File: config.mk
export PLATFORM = sky130hd
export DESIGN_NAME = pong_match_ctrl_flat
export DESIGN_NICKNAME = d
export VERILOG_FILES = /design/src/rtl/pong_pkg.sv /design/src/rtl/pong_match_ctrl_if.sv /design/src/rtl/pong_tick_gen.sv /design/src/rtl/pong_match_ctrl.sv /design/src/flat_wrapper.sv
export SDC_FILE = /design/constraint.sdc
export NUM_CORES = 1
export LEC_CHECK = 0
export BUFFER_PORTS_ARGS = -buffer_cell sky130_fd_sc_hd__buf_2
export CAP_MARGIN = 20
export CORE_ASPECT_RATIO = 1.5
export CORE_UTILIZATION = 35
export DETAILED_ROUTE_END_ITERATION = 7
export PLACE_DENSITY_LB_ADDON = 0.12
export SLEW_MARGIN = 25
export SYNTH_ARGS = -nofsm -noshare
export SYNTH_HDL_FRONTEND = slang
export SYNTH_SLANG_ARGS = --single-unit
File: constraint.sdc
create_clock -name clk -period 3.4 [get_ports clk]
set_input_delay 0.51 -clock clk [delete_from_list [all_inputs] [get_ports clk]]
set_output_delay 0.51 -clock clk [all_outputs]
set_load 0.005 [all_outputs]
File: src/rtl/pong_pkg.sv
// Shared definitions for the pong match controller: FSM states, screen geometry
// and score constants.
package pong_pkg;

  typedef enum logic [2:0] {
    IDLE  = 3'd0,
    SERVE = 3'd1,
    PLAY  = 3'd2,
    POINT = 3'd3,
    OVER  = 3'd4
  } state_t;

  localparam int SCREEN_WIDTH      = 640;
  localparam int SCREEN_HEIGHT     = 480;
  localparam int PADDLE_SIZE       = 64;
  localparam int BALL_SIZE         = 8;
  localparam int WIN_SCORE_DEFAULT = 9;
  localparam int SCORE_W           = 4;

  // Scores stop at their maximum value instead of rolling over to zero.
  function automatic logic [SCORE_W-1:0] score_inc(input logic [SCORE_W-1:0] s);
    return (s == {SCORE_W{1'b1}}) ? s : s + 1'b1;
  endfunction

endpackage

File: src/rtl/pong_match_ctrl_if.sv
// Player/ball-datapath signals of the match controller. The master side is the
// controller itself; the slave side is the game datapath and button logic.
interface pong_match_ctrl_if;
  import pong_pkg::*;

  logic               btn_start;
  logic               miss_left;
  logic               miss_right;
  logic               serve;
  logic               serve_dir;
  logic               move_tick;
  logic               run;
  logic [SCORE_W-1:0] score1;
  logic [SCORE_W-1:0] score2;
  logic               game_over;
  logic               winner;

  modport master (
    input  btn_start, miss_left, miss_right,
    output serve, serve_dir, move_tick, run, score1, score2, game_over, winner
  );

  modport slave (
    output btn_start, miss_left, miss_right,
    input  serve, serve_dir, move_tick, run, score1, score2, game_over, winner
  );

endinterface

File: src/rtl/pong_tick_gen.sv
// Free-running move-tick prescaler: counts 0..TICK_DIV-1 and pulses tick on the wrap.
module pong_tick_gen #(
  parameter int TICK_DIV = 131072
) (
  input  logic clk,
  input  logic locked,
  output logic tick
);

  localparam int CW = (TICK_DIV > 2) ? $clog2(TICK_DIV) : 1;

  logic [CW-1:0] cnt;
  logic          wrap;

  assign wrap = (cnt == CW'(TICK_DIV - 1));

  always_ff @(posedge clk or negedge locked) begin
    if (!locked) begin
      cnt  <= '0;
      tick <= 1'b0;
    end else begin
      cnt  <= wrap ? '0 : cnt + 1'b1;
      tick <= wrap;
    end
  end

endmodule

File: src/rtl/pong_match_ctrl.sv
// Pong match controller: start-button conditioning, move-tick generation and the
// serve/play/score FSM. Define PONG_AUTO_SERVE_EN to serve automatically after
// SERVE_DELAY move ticks instead of waiting for the start button.
module pong_match_ctrl
  import pong_pkg::*;
#(
  parameter int TICK_DIV    = 131072,
  parameter int WIN_SCORE   = WIN_SCORE_DEFAULT,
  parameter int SERVE_DELAY = 64
) (
  input  logic                  clk,
  input  logic                  locked,
  pong_match_ctrl_if.master     bus,
  output state_t                state_dbg
);

  state_t state;
  logic   sync1, sync2, edge_q;
  logic   start_evt;
  logic   tick;
  logic   win_now;

  // btn_start is asynchronous: two flops to settle it, a third to find the rising edge.
  always_ff @(posedge clk or negedge locked) begin
    if (!locked) begin
      sync1  <= 1'b0;
      sync2  <= 1'b0;
      edge_q <= 1'b0;
    end else begin
      sync1  <= bus.btn_start;
      sync2  <= sync1;
      edge_q <= sync2;
    end
  end

  assign start_evt = sync2 & ~edge_q;

  pong_tick_gen #(.TICK_DIV(TICK_DIV)) u_tick_gen (
    .clk    (clk),
    .locked (locked),
    .tick   (tick)
  );

  // In POINT, serve_dir already names the player who just scored (1 = player 1).
  assign win_now = bus.serve_dir ? (bus.score1 == SCORE_W'(WIN_SCORE))
                                 : (bus.score2 == SCORE_W'(WIN_SCORE));

`ifdef PONG_AUTO_SERVE_EN
  localparam int DW = $clog2(SERVE_DELAY + 1);
  logic [DW-1:0] delay_cnt;
`endif

  always_ff @(posedge clk or negedge locked) begin
    if (!locked) begin
      state         <= IDLE;
      bus.score1    <= '0;
      bus.score2    <= '0;
      bus.serve     <= 1'b0;
      bus.serve_dir <= 1'b0;
      bus.move_tick <= 1'b0;
      bus.run       <= 1'b0;
      bus.game_over <= 1'b0;
      bus.winner    <= 1'b0;
`ifdef PONG_AUTO_SERVE_EN
      delay_cnt     <= '0;
`endif
    end else begin
      bus.serve     <= 1'b0;
      bus.move_tick <= tick && (state == PLAY);
`ifdef PONG_AUTO_SERVE_EN
      // Delay counter restarts on every SERVE entry.
      if (state != SERVE) delay_cnt <= '0;
`endif
      case (state)
        IDLE: begin
          bus.run <= 1'b0;
          if (start_evt) begin
            bus.score1    <= '0;
            bus.score2    <= '0;
            bus.serve_dir <= 1'b1;
            state         <= SERVE;
          end
        end
        SERVE: begin
          bus.run <= 1'b0;
`ifdef PONG_AUTO_SERVE_EN
          if (tick) begin
            if (delay_cnt == DW'(SERVE_DELAY - 1)) begin
              bus.serve <= 1'b1;
              bus.run   <= 1'b1;
              state     <= PLAY;
            end else begin
              delay_cnt <= delay_cnt + 1'b1;
            end
          end
`else
          if (start_evt) begin
            bus.serve <= 1'b1;
            bus.run   <= 1'b1;
            state     <= PLAY;
          end
`endif
        end
        PLAY: begin
          bus.run <= 1'b1;
          if (bus.miss_left) begin
            bus.score2    <= score_inc(bus.score2);
            bus.serve_dir <= 1'b0;
            bus.run       <= 1'b0;
            state         <= POINT;
          end else if (bus.miss_right) begin
            bus.score1    <= score_inc(bus.score1);
            bus.serve_dir <= 1'b1;
            bus.run       <= 1'b0;
            state         <= POINT;
          end
        end
        POINT: begin
          bus.run <= 1'b0;
          if (win_now) begin
            bus.game_over <= 1'b1;
            bus.winner    <= ~bus.serve_dir;
            state         <= OVER;
          end else begin
            state <= SERVE;
          end
        end
        OVER: begin
          bus.run <= 1'b0;
          if (start_evt) begin
            bus.score1    <= '0;
            bus.score2    <= '0;
            bus.game_over <= 1'b0;
            bus.serve_dir <= 1'b1;
            state         <= SERVE;
          end
        end
        default: begin
          bus.run <= 1'b0;
          state   <= IDLE;
        end
      endcase
    end
  end

  assign state_dbg = state;

endmodule

File: src/flat_wrapper.sv
// flat-port wrapper written by rule: the top's interface ports become plain ports
module pong_match_ctrl_flat import pong_pkg::*;
#(
  parameter int TICK_DIV    = 131072,
  parameter int WIN_SCORE   = WIN_SCORE_DEFAULT,
  parameter int SERVE_DELAY = 64
)
  (clk, locked, state_dbg, bus_btn_start, bus_miss_left, bus_miss_right, bus_serve, bus_serve_dir, bus_move_tick, bus_run, bus_score1, bus_score2, bus_game_over, bus_winner);
  pong_match_ctrl_if bus_i ();
  input  logic clk;
  input  logic locked;
  output state_t state_dbg;
  input wire logic [$bits(bus_i.btn_start)-1:0] bus_btn_start;
  input wire logic [$bits(bus_i.miss_left)-1:0] bus_miss_left;
  input wire logic [$bits(bus_i.miss_right)-1:0] bus_miss_right;
  output wire logic [$bits(bus_i.serve)-1:0] bus_serve;
  output wire logic [$bits(bus_i.serve_dir)-1:0] bus_serve_dir;
  output wire logic [$bits(bus_i.move_tick)-1:0] bus_move_tick;
  output wire logic [$bits(bus_i.run)-1:0] bus_run;
  output wire logic [$bits(bus_i.score1)-1:0] bus_score1;
  output wire logic [$bits(bus_i.score2)-1:0] bus_score2;
  output wire logic [$bits(bus_i.game_over)-1:0] bus_game_over;
  output wire logic [$bits(bus_i.winner)-1:0] bus_winner;
  assign bus_i.btn_start = bus_btn_start;
  assign bus_i.miss_left = bus_miss_left;
  assign bus_i.miss_right = bus_miss_right;
  assign bus_serve = bus_i.serve;
  assign bus_serve_dir = bus_i.serve_dir;
  assign bus_move_tick = bus_i.move_tick;
  assign bus_run = bus_i.run;
  assign bus_score1 = bus_i.score1;
  assign bus_score2 = bus_i.score2;
  assign bus_game_over = bus_i.game_over;
  assign bus_winner = bus_i.winner;
  pong_match_ctrl #(.TICK_DIV(TICK_DIV), .WIN_SCORE(WIN_SCORE), .SERVE_DELAY(SERVE_DELAY)) u_core (.clk(clk), .locked(locked), .bus(bus_i), .state_dbg(state_dbg));
endmodule
Word-level counts from Yosys, hierarchy flattened
Cells that the tools add are included.
{"block": "totals", "output_inout_bits": 17, "ff_bits": 38}
{"block": "classes", "bitwise": 3, "muxes": 28, "n_reduce_logical": 11, "addsub": 3, "n_eq_ne": 19}
{"cell": "$mux 4", "n": 6}
{"cell": "$add 17x1->17 const B", "n": 1}
{"cell": "$eq 17x17->1 const B", "n": 1}
{"cell": "$mux 17", "n": 1}
{"cell": "$eq 4x4->1 const B", "n": 4}
{"cell": "$pmux 4 s2", "n": 2}
{"cell": "$mux 3", "n": 5}
{"cell": "$pmux 3 s4", "n": 1}
{"cell": "$mux 1", "n": 10}
{"cell": "$ne 2x2->1 const B", "n": 5}
{"cell": "$reduce_and 3->1", "n": 3}
{"cell": "$add 4x1->4 const B", "n": 2}
{"cell": "$ne 2x1->1 const B", "n": 4}
{"cell": "$eq 3x2->1 const B", "n": 2}
{"cell": "$pmux 1 s2", "n": 3}
{"cell": "$reduce_and 5->1", "n": 1}
{"cell": "$reduce_and 4->1", "n": 1}
{"cell": "$reduce_bool 2->1", "n": 2}
{"cell": "$eq 3x1->1 const B", "n": 1}
{"cell": "$eq 3x3->1 const B", "n": 1}
{"cell": "$logic_not 3->1", "n": 1}
{"cell": "$ne 3x3->1 const B", "n": 1}
{"cell": "$not 1->1", "n": 2}
{"cell": "$reduce_and 2->1", "n": 1}
{"cell": "3 further kinds", "n": 3}

Logic depth before layout (Yosys ltp)
Gate-level depths: netlist of run 1.
{"block": "depth", "ltp_word": 5, "mapped_depth": 7, "ltp_nobuf": 6}

Hierarchy
From an unflattened synthesis of run 1, not the netlist that was laid out.
{"block": "hier_totals", "hier_cells": 177, "area_unflattened_um2": 1921.8}
{"module": "pong_match_ctrl", "seq_area_each_um2": 500.5, "cells_each": 93, "area_per_inst_um2": 1032.2, "instances": 1}
{"module": "pong_tick_gen", "seq_area_each_um2": 450.4, "cells_each": 84, "area_per_inst_um2": 889.6, "instances": 1}

Least setup slack after synthesis of run 1
No wires, ideal clock.
{"block": "synth_timing", "path_type": "register to register", "from": "reg u_core.u_tick_gen.cnt[0]", "to": "reg u_core.u_tick_gen.cnt[10]", "period_less_slack_ps": 2014, "t_arrival_ps": 1882, "path_buffers": 1, "stages_incl_launch_ff": 8, "slack_ps": 1386, "setup_time_ps": 132, "path_cell_list": "dfrtp_1 ha_1 nand4_1 nor4_1 and3_1 ha_1 clkbuf_1 nor2_1"}
{"block": "synth_via", "elab_chain_cells": 2}
{"element": "start, declared", "line_no": "pong_tick_gen.sv:12", "text": "logic [CW-1:0] cnt;"}
{"element": "start signal, assigned", "line_no": "pong_tick_gen.sv:22", "text": "cnt <= wrap ? '0 : cnt + 1'b1;"}
{"element": "$add 17x1->17 / $eq 17x17->1 (equally long branches)", "line_no": "pong_tick_gen.sv:22, pong_tick_gen.sv:15"}
{"element": "$mux 17 *", "line_no": "pong_tick_gen.sv:22"}
Every way passes the cells marked *; elsewhere a longest branch is shown, timed or not.
A chain may end at the register's enable or synchronous reset.

Worst setup path in the final report of run 1
{"block": "layout_timing", "from": "reg u_core.u_tick_gen.cnt[0]", "to": "reg u_core.u_tick_gen.cnt[3]"}
Same word-level chain as after synthesis.

==> results of run 1 <==
==> cell usage after synthesis, types with 4 or more instances <==
cell type  number
dfrtp_1        38
a21oi_1         7
xor2_1          4
nor3_1          6
nand2b_1        4
inv_1           4
nor2_1         21
xnor2_1         9
nand2_1        12
nor4_1          4
o21ai_0         6
ha_1            5
nand4_1         7
nand3_1        10
==> cell families after synthesis <==
family	after synthesis	synth area share, %
compound gates	19	6.83
xor+xnor	13	6.48
buf+inv	6	1.71
fa+ha+maj	5	3.56
flops	38	54.1
simple gates	81	25.6
mux	3	1.71
==> stage by stage <==
stage	setup slack, ps	util (%)
finish	1190	42.4
global route	1000	42.4
CTS	1180	42.4
detailed placement	1190	40.1
global placement	1270	40.1
floorplan	1390	-
==> layout make-up <==
cell class,instances,area [um2],area share [%]
clock buffers,7,76.3,3.75
clock inverters,1,30.0,1.47
inverters,4,15.0,0.737
multi-input cells,121,777,38.1
flip-flops and latches,38,951,46.7
well taps,66,82.6,4.05
repair buffers,21,105,5.16
==> state kept, by name, summed over array words and instances, names as in the netlist, 3 cells and up <==
signal / cells
u_core.u_tick_gen.cnt: 17
u_core.bus.score2: 4
u_core.bus.score1: 4
u_core.state_dbg: 3
==> worst max-delay path: cells and delay by family, from the launching register on <==
kind	cells	cell delay, ps
adders and majority gates	2	710
and+or+nand+nor	4	970
DFF	1	400
==> cell usage in the layout (no fill, tap or decap), drive strengths merged, types with 2 or more instances in the layout <==
| master | instances |
|---|---|
| and3 | 2 |
| buf | 21 |
| nand4 | 7 |
| nand2b | 4 |
| nor2b | 2 |
| dfrtp | 38 |
| xor2 | 4 |
| nand3 | 11 |
| o21ai | 6 |
| nor3 | 6 |
| a21oi | 7 |
| ha | 5 |
| nor4 | 4 |
| or3 | 3 |
| nor2 | 21 |
| clkbuf | 7 |
| and2 | 2 |
| inv | 4 |
| nand2 | 12 |
| xnor2 | 9 |
| mux2i | 3 |
==> worst max path at each step <==
| stage | startpoint | end | slack, ps | cells past startpoint |
|---|---|---|---|---|
| floorplan | u_core.u_tick_gen.cnt[0]$_DFF_PN0_ | u_core.u_tick_gen.cnt[10]$_DFF_PN0_ | 1390 | 7 |
| global placement | u_core.u_tick_gen.cnt[0]$_DFF_PN0_ | u_core.u_tick_gen.cnt[13]$_DFF_PN0_ | 1270 | 6 |
| detailed placement | u_core.u_tick_gen.cnt[0]$_DFF_PN0_ | u_core.u_tick_gen.cnt[6]$_DFF_PN0_ | 1190 | 6 |
| CTS | u_core.u_tick_gen.cnt[0]$_DFF_PN0_ | u_core.u_tick_gen.cnt[6]$_DFF_PN0_ | 1180 | 6 |
| global route | u_core.u_tick_gen.cnt[0]$_DFF_PN0_ | u_core.u_tick_gen.cnt[6]$_DFF_PN0_ | 1000 | 6 |
| finish | u_core.u_tick_gen.cnt[0]$_DFF_PN0_ | u_core.u_tick_gen.cnt[3]$_DFF_PN0_ | 1190 | 6 |
==> routing by layer <==
metal	routed length [um]	share of wire, %	GRT usage [%]
met1	1330	37	14.9
met2	2030	57	30.4
met3	104	2.9	3.51
met4	97	2.7	9.09
met5	0	0	0
==> where the power goes <==
group,switching [mW],internal (mW),total [mW]
Clock,0.152,0.219,0.371
Combinational,0.117,0.0970,0.214
Sequential,0.0746,0.499,0.574
==> flow_summary.yaml, run 1 <==
layout:
  finalNonFillerCells: 258
  antennaDiodeCount: 0
  final_area_mm2: 0.00204
  nFillCells: 496
  area_growth_pct: 15.9
  fin_nets: 201
  drive_above_1_share_pct: 17.7
setup_path:
  reg2reg_setup_slack_ps: 1190
  r2r_cells: 6
  worstSetupPathType: "flip-flop to flip-flop"
  cpMaxStageDelayCell: "ha_1"
  cp-start-kind: "flip-flop"
  path_common_cell: "ha_1"
  timing.critical_path.to_type: "flip-flop"
  slowest_delay_ps: 470
  reg2reg_to: "u_core.u_tick_gen.cnt[3]$_DFF_PN0_"
  arrival_ps: 2360
  crit_path_max_fanout: 14
  crit_chain: "ha_1, nand4_1, nor4_1, and3_1, ha_1, nor2_1"
  cp_data_required_time_ps: 3550
  reg2reg_from: "u_core.u_tick_gen.cnt[0]$_DFF_PN0_"
sta:
  slew_viol_final: 0
  hold_viol: 0
  setup_viol: 0
  holdWs_ps: 323
  slew_headroom_pct: 43.9
  setup_tns_ps: 0
  fin_skew_ps: 9.85
  fin_crit_sh_pct: 65.0
  period_minus_slack_ps: 2210
  worst_slew_pin_slew_ps: 842
  rsz0062_at_grt: "false"
  fmax_mhz: 453
placement:
  dp_hpwl_um: 2610
  dpl.cell_count: 250
  place_area_mm2: 0.00193
  finalWeightedCongestion: 0.752
  port_buffers: 21
synth:
  synth_nets: 175
  ys_top_cells_by_area: "dfrtp_1 (54%), nor2_1 (4.5%), xnor2_1 (4.5%)"
  seq_area_frac_synth_pct: 54.1
  yosys_warnings: 0
  synthCells: 165
  synth_flop_cell: "dfrtp_1"
  synth_cell_types: 36
  async_reset_ff_share_pct: 100
  yosysTopAreaCellShare_pct: 54.1
  yosys.area.top_type: "dfrtp_1"
  synth-edff-count: 0
  synth-seq-cells: 38
  avgSynthCellArea_um2: 10.7
  synth_area_mm2: 0.00176
global_route:
  globalRouteOverflowTotal: 0
  grt_use_total_pct: 15.9
  grt_max_degree: 39
  grt_pass1_vias: 1376
  grt_first_pass_wirelength_um: 6210
  antenna_found_initial: 0
cts:
  cts_htree_levels: 2
  clock_latency_ps: 290
  cts_tree: "yes"
  clock_sinks: 38
  ctsHoldBuffers: 0
  root_buffer: "clkbuf_8"
  path_clk_slew_ps: 70
  post_cts_resized: 0
  cts_buffers: 5
  cts_buffer_depth: 2
  post_cts_buffers: 0
die:
  die_w_um: 59.9
  dieArea_mm2: 0.00532
  row_count: 31
  start_util_pct: 36.6
  fp.dieH_um: 88.8
  ios: 22
  core-area_mm2: 0.00481
detailed_routing:
  drt-pass1-iter-count: 6
  wirelength_um: 3560
  via_per_inst: 5.14
  num_vias: 1326
  drc: 0
  wl_per_cell_um: 13.8
  detail-route-antenna-nets: 0
  drt_iter0_drc: 47
min_path:
  min_path_type: "primary input to asynchronous set/reset pin"
power:
  powerDensity_mw_per_mm2: 569
  ir_drop_mv: 0.222
  power.static_leakage_nw: 0.949
  total_power_mw: 1.16
run:
  cap_violations: 0
status:
  outcome: "finished, final reports clean"
(Power assumes the default switching activity.)
==> run 2: changes to the inputs <==
- clock period: 3.4 -> 2 ns (I/O delays scaled with it)
==> run 2 against run 1 <==
Compared with the run above: register-to-register slack got worse by 1100 ps; sequential power rose by 63%; via count rose by 1.1%; die area did not move; combinational power rose by 110%; critical endpoint is now u_core.u_tick_gen.cnt[13]$_DFF_PN0_; largest cell class unchanged.
==> flow_summary.yaml, run 2 (synthesis results as in run 1) <==
detailed_routing:
  detail-route-antenna-nets: 0
  num_vias: 1340
  drc: 0
  drt_iter0_drc: 43
  wirelength_um: 3670
  drt-pass1-iter-count: 4
  via_per_inst: 4.98
  wl_per_cell_um: 13.7
sta:
  setup_tns_ps: 0
  fmax_mhz: 533
  setup_slack_ps: 122
  setup_viol: 0
  fin_skew_ps: 9.85
  slew_headroom_pct: 67.2
  slew_viol_final: 0
  worst_slew_pin_slew_ps: 489
  hold_viol: 0
  fin_crit_sh_pct: 93.9
  rsz0062_at_grt: "false"
  period_minus_slack_ps: 1880
die:
  dieArea_mm2: 0.00532
  die_w_um: 59.9
  core-area_mm2: 0.00481
  start_util_pct: 36.6
  row_count: 31
  ios: 22
  fp.dieH_um: 88.8
setup_path:
  timing.critical_path.to_type: "flip-flop"
  worstSetupPathType: "flip-flop to flip-flop"
  cp_data_required_time_ps: 2170
  arrival_ps: 2050
  reg2reg_setup_slack_ps: 120
  cp-start-kind: "flip-flop"
  crit_path_max_fanout: 14
placement:
  dp_hpwl_um: 2640
  finalWeightedCongestion: 0.716
  dpl.cell_count: 257
  place_ws_ps: 54.7
  port_buffers: 21
  place_area_mm2: 0.00200
cts:
  cts_buffer_depth: 2
  clock_latency_ps: 290
  cts_htree_levels: 2
  cts_tree: "yes"
  clock_sinks: 38
  path_clk_slew_ps: 80
  root_buffer: "clkbuf_8"
  cts_buffers: 5
layout:
  nFillCells: 514
  seqCellArea_um2: 951
  multi_input_area_um2: 786
  final_area_mm2: 0.00214
  antennaDiodeCount: 0
  area_growth_pct: 21.9
  final_common_cell: "dfrtp_1"
  drive_above_1_share_pct: 24.1
  finalNonFillerCells: 269
  fin_nets: 212
  largest_register: "u_core.u_tick_gen.cnt"
  reg.largest.list: "u_core.u_tick_gen.cnt x17, u_core.bus.score1 x4, u_core.bus.score2 x4"
  largest_register_ffs: 17
  layout.cells.most_common_list: "dfrtp_1 (38), nor2_1 (21), buf_2 (21)"
power:
  powerDensity_mw_per_mm2: 943
  switching_share_pct: 29.9
  switchingPower_mw: 0.606
  internal_power_mw: 1.42
  power.static_leakage_nw: 1.01
  total_power_mw: 2.02
  ir_drop_mv: 0.429
  seqPwrFrac_pct: 46.1
  clkPwrFrac_pct: 31.6
  combPwrFrac_pct: 22.3
global_route:
  grt_pass1_vias: 1381
  antenna_found_initial: 0
  grt_first_pass_wirelength_um: 6280
  grt_max_degree: 39
  grt_use_total_pct: 16.1
  globalRouteOverflowTotal: 0
status:
  outcome: "finished, final reports clean"
min_path:
  min_path_type: "primary input to asynchronous set/reset pin"
run:
  cap_violations: 0
==> run 2: worst max-delay path: stages (launching register included) <==
cell and delay, ps:
dfrtp_1 370, ha_2 220, nand4_1 180, nor4_2 370, and3_1 220, ha_1 200, buf_12 140, nor2_1 50
==> run 2: layer usage <==
metal  up-vias  global-route usage, %  part of all wire, %
met2        19                   31.4                   57
met1       661                   16.0                   39
li1        655                      -                    -
met5         -                      0                    0
met4         0                   6.34                  1.7
met3         5                   3.07                  2.4
==> run 2: layout make-up <==
type | count | share of cell area, %
repair buffers | 32 | 9.34
clock buffers | 5 | 3.21
clock inverters | 3 | 1.87
well taps | 66 | 3.85
multi-input cells | 121 | 36.7
flip-flops and latches | 38 | 44.4
inverters | 4 | 0.701
==> run 2: repair_timing <==
action | in CTS | in global routing
resized for setup | 0 | 2
hold buffers | 0 | 0
buffers inserted | 0 | 4
endpoints found under the setup margin | 0 | 14
==> run 2: power by group through the flow <==
| stage | clock network (mW) | registers, mW | logic [mW] |
|---|---|---|---|
| final | 0.639 | 0.933 | 0.450 |
| after floorplan | 0 | 0.958 | 0.247 |
| after CTS | 0.660 | 0.934 | 0.459 |
| after global placement | 0 | 0.947 | 0.454 |
| after detailed placement | 0 | 0.950 | 0.459 |
| after global routing | 0.691 | 0.948 | 0.520 |
==> run 2: metrics by stage <==
stage	util, %	hold slack [ps]
4_1_cts	43.8	70.5
3_3_place_gp	41.5	335
6_report	44.6	49.0
3_5_place_dp	41.5	336
2_1_floorplan	-	4.41
5_1_grt	44.6	76.3
==> run 2: final timing paths <==
check	from	endpoint	cells past startpoint
worst max-delay path	u_core.u_tick_gen.cnt[1]$_DFF_PN0_	u_core.u_tick_gen.cnt[13]$_DFF_PN0_	7
min in group clk	bus_btn_start	u_core.sync1$_DFF_PN0_	1
worst max register to register	u_core.u_tick_gen.cnt[1]$_DFF_PN0_	u_core.u_tick_gen.cnt[13]$_DFF_PN0_	7
worst min register to register	u_core.sync1$_DFF_PN0_	u_core.sync2$_DFF_PN0_	0
worst min-delay path	locked	u_core.bus.serve$_DFF_PN0_	2
max in group asynchronous	locked	u_core.u_tick_gen.cnt[8]$_DFF_PN0_	2
==> run 3: changes to the inputs <==
- ABC_AREA: default -> 1
==> run 3 against run 2 <==
Compared with the run above: synthesized cell count up 43%; clock skew is 5.0 ps lower; clock-buffer cell count up 2; sequential share of layout area down 2.1 points; first-iteration DRC count down 65%; area after synthesis is 7.9% higher; total power rose by 9.6%; largest power group unchanged; design area up 5.0%; critical endpoint is now u_core.u_tick_gen.cnt[7]$_DFF_PN0_; combinational power grew 55%; hold slack improved by 9.7 ps; utilization is 1.0 points lower.
==> flow_summary.yaml, run 3 <==
status:
  outcome: "finished, final reports clean"
placement:
  port_buffers: 21
  dp_hpwl_um: 2970
  place_ws_ps: -5.75
  finalWeightedCongestion: 0.842
  dpl.cell_count: 331
synth:
  synth_flop_cell: "dfrtp_1"
  yosysTopAreaCellShare_pct: 50.1
  yosys_warnings: 0
  avgSynthCellArea_um2: 8.04
  synth-seq-cells: 38
  yosysMostFrequentCell: "nand2_1"
  synth_cell_types: 23
  ys_top_cells_by_area: "dfrtp_1 (50%), nand2_1 (13%), nor2_1 (5.9%)"
  async_reset_ff_share_pct: 100
  synthCells: 236
  yosys.area.top_type: "dfrtp_1"
  synth_area_mm2: 0.00190
  netlist_top_cells_count: "nand2_1 (64), dfrtp_1 (38), nor2_1 (30)"
  synth_nets: 246
  synth-edff-count: 0
  seq_area_frac_synth_pct: 50.1
die:
  start_util_pct: 36.7
  die_w_um: 62.1
  ios: 22
  fp.dieH_um: 92.2
  dieArea_mm2: 0.00572
  core-area_mm2: 0.00516
  row_count: 32
layout:
  fin_nets: 280
  reg.largest.list: "u_core.u_tick_gen.cnt x17, u_core.bus.score1 x4, u_core.bus.score2 x4"
  largest_register_ffs: 17
  drive_above_1_share_pct: 21.0
  area_growth_pct: 18.6
  finalNonFillerCells: 339
  antennaDiodeCount: 0
  layout.cells.most_common_list: "nand2_1 (64), dfrtp_1 (38), nor2_1 (30)"
  largest_register: "u_core.u_tick_gen.cnt"
  final_common_cell: "nand2_1"
setup_path:
  timing.critical_path.to_type: "flip-flop"
  slowest_delay_ps: 370
  cp-start-kind: "flip-flop"
  timing.critical_path.buf_inv: 1
  arrival_ps: 1990
  crit_path_max_fanout: 10
  cp_data_required_time_ps: 2160
  cp_top_family: "simple AND/OR/NAND/NOR gates"
  crit_chain: "ha_1, nand2_1, nor2_4, nand3_2, nor4_4, ha_2, clkinvlp_4, o21ai_1, a21oi_1"
  cpMaxStageDelayCell: "dfrtp_1"
  worstSetupPathType: "flip-flop to flip-flop"
cts:
  post_cts_buffers: 0
  cts_buffer_depth: 2
  ctsHoldBuffers: 0
  root_buffer: "clkbuf_8"
  cts_htree_levels: 2
  clock_latency_ps: 290
  cts_tree: "yes"
  path_clk_slew_ps: 80
  cts_buffers: 5
  clock_sinks: 38
power:
  clkPwrFrac_pct: 24.8
  seqPwrFrac_pct: 43.8
  total_power_mw: 2.22
  power.static_leakage_nw: 1.20
  switchingPower_mw: 0.819
  switching_share_pct: 37.0
  powerDensity_mw_per_mm2: 985
  ir_drop_mv: 0.417
  combPwrFrac_pct: 31.4
  internal_power_mw: 1.40
detailed_routing:
  num_vias: 1561
  drt-pass1-iter-count: 4
  drc: 0
  wirelength_um: 3980
  detail-route-antenna-nets: 0
  via_per_inst: 4.60
  wl_per_cell_um: 11.7
  drt_iter0_drc: 15
global_route:
  grt_first_pass_wirelength_um: 6900
  antenna_found_initial: 0
  globalRouteOverflowTotal: 0
  grt_use_total_pct: 15.5
  grt_max_degree: 39
  grt_pass1_vias: 1629
run:
  cap_violations: 0
sta:
  setup_viol: 0
  slew_viol_final: 0
  period_minus_slack_ps: 1830
  rsz0062_at_grt: "false"
  fin_crit_sh_pct: 91.6
  hold_viol: 0
  setup_tns_ps: 0
  slew_headroom_pct: 67.3
  fin_skew_ps: 4.86
  worst_slew_pin_slew_ps: 490
  fmax_mhz: 546
  setup_slack_ps: 167
min_path:
  min_path_type: "primary input to asynchronous set/reset pin"
-- run 3: cell count changes in the layout (fill, tap and decap cells not counted), sizes merged, moves of 5 or more --
| cell | change |
|---|---|
| xnor2 | -9 |
| inv | +29 |
| o21ai | +7 |
| nand2 | +57 |
| nand3 | +7 |
| nor2 | +12 |
| nand4 | -5 |
| buf | -5 |
-- run 3: timing repair --
action,CTS,global route
hold endpoints to repair,0,0
endpoints found under the setup margin,4,10
pin swaps,0,1
resized for setup,1,6
cloned,0,0
-- run 3: power by group through the flow --
stage / logic (mW) / registers (mW) / clock network [mW]
after detailed placement: 0.711 / 0.986 / 0
final: 0.696 / 0.971 / 0.549
after CTS: 0.715 / 0.972 / 0.572
after floorplan: 0.501 / 0.976 / 0
after global routing: 0.809 / 0.989 / 0.601
after global placement: 0.705 / 0.987 / 0
-- run 3: layer usage --
metal  track usage [%]  part of all wire (%)  vias up
li1                  -                     -      810
met3              2.99                   2.5       10
met4              8.33                   2.6        0
met1              15.0                    40      712
met2              30.1                    54       29
met5                 0                     0        -
-- run 3: worst reg2reg max path: stages, from the launching register on --
cell and delay [ps]:
dfrtp_1 370, ha_1 180, nand2_1 110, nor2_4 140, nand3_2 110, nor4_4 180, ha_2 260, clkinvlp_4 190
o21ai_1 130, a21oi_1 50
-- run 3: path summary, 6_finish.rpt --
check	slack, ps	cells after the start	endpoint	start
setup / recovery	170	9	u_core.u_tick_gen.cnt[7]$_DFF_PN0_	u_core.u_tick_gen.cnt[0]$_DFF_PN0_
max in group asynchronous	1600	2	u_core.u_tick_gen.cnt[7]$_DFF_PN0_	locked
setup reg to reg	170	9	u_core.u_tick_gen.cnt[7]$_DFF_PN0_	u_core.u_tick_gen.cnt[0]$_DFF_PN0_
hold reg to reg	350	0	u_core.sync2$_DFF_PN0_	u_core.sync1$_DFF_PN0_
min in group clk	120	1	u_core.sync1$_DFF_PN0_	bus_btn_start
hold / removal	60	2	u_core.bus.score1[1]$_DFFE_PN0P_	locked
-- run 3: cells by family after synthesis --
family          synth area share, %
fa+ha+maj                      3.30
xor+xnor                       1.39
simple gates                   30.8
compound gates                 7.52
flops                          50.1
buf+inv                        6.86
-- run 3: layout make-up --
| cell class | instances | area [um2] |
|---|---|---|
| Clock buffer | 7 | 86.3 |
| Tap cell | 68 | 85.1 |
| Sequential cell | 38 | 951 |
| Timing Repair Buffer | 27 | 150 |
| Clock inverter | 1 | 5.00 |
| Fill cell | 536 | 2920 |
| Multi-Input combinational cell | 164 | 838 |
| Inverter | 34 | 134 |
-- run 3: stage by stage --
step / util [%] / hold WS, ps / instance area [um2]
after floorplan: - / 4.41 / 1900
after global placement: 41.3 / 336 / 2130
after detailed placement: 41.3 / 337 / 2130
after CTS: 43.2 / 73.8 / 2230
after global routing: 43.6 / 93.2 / 2250
final: 43.6 / 58.7 / 2250
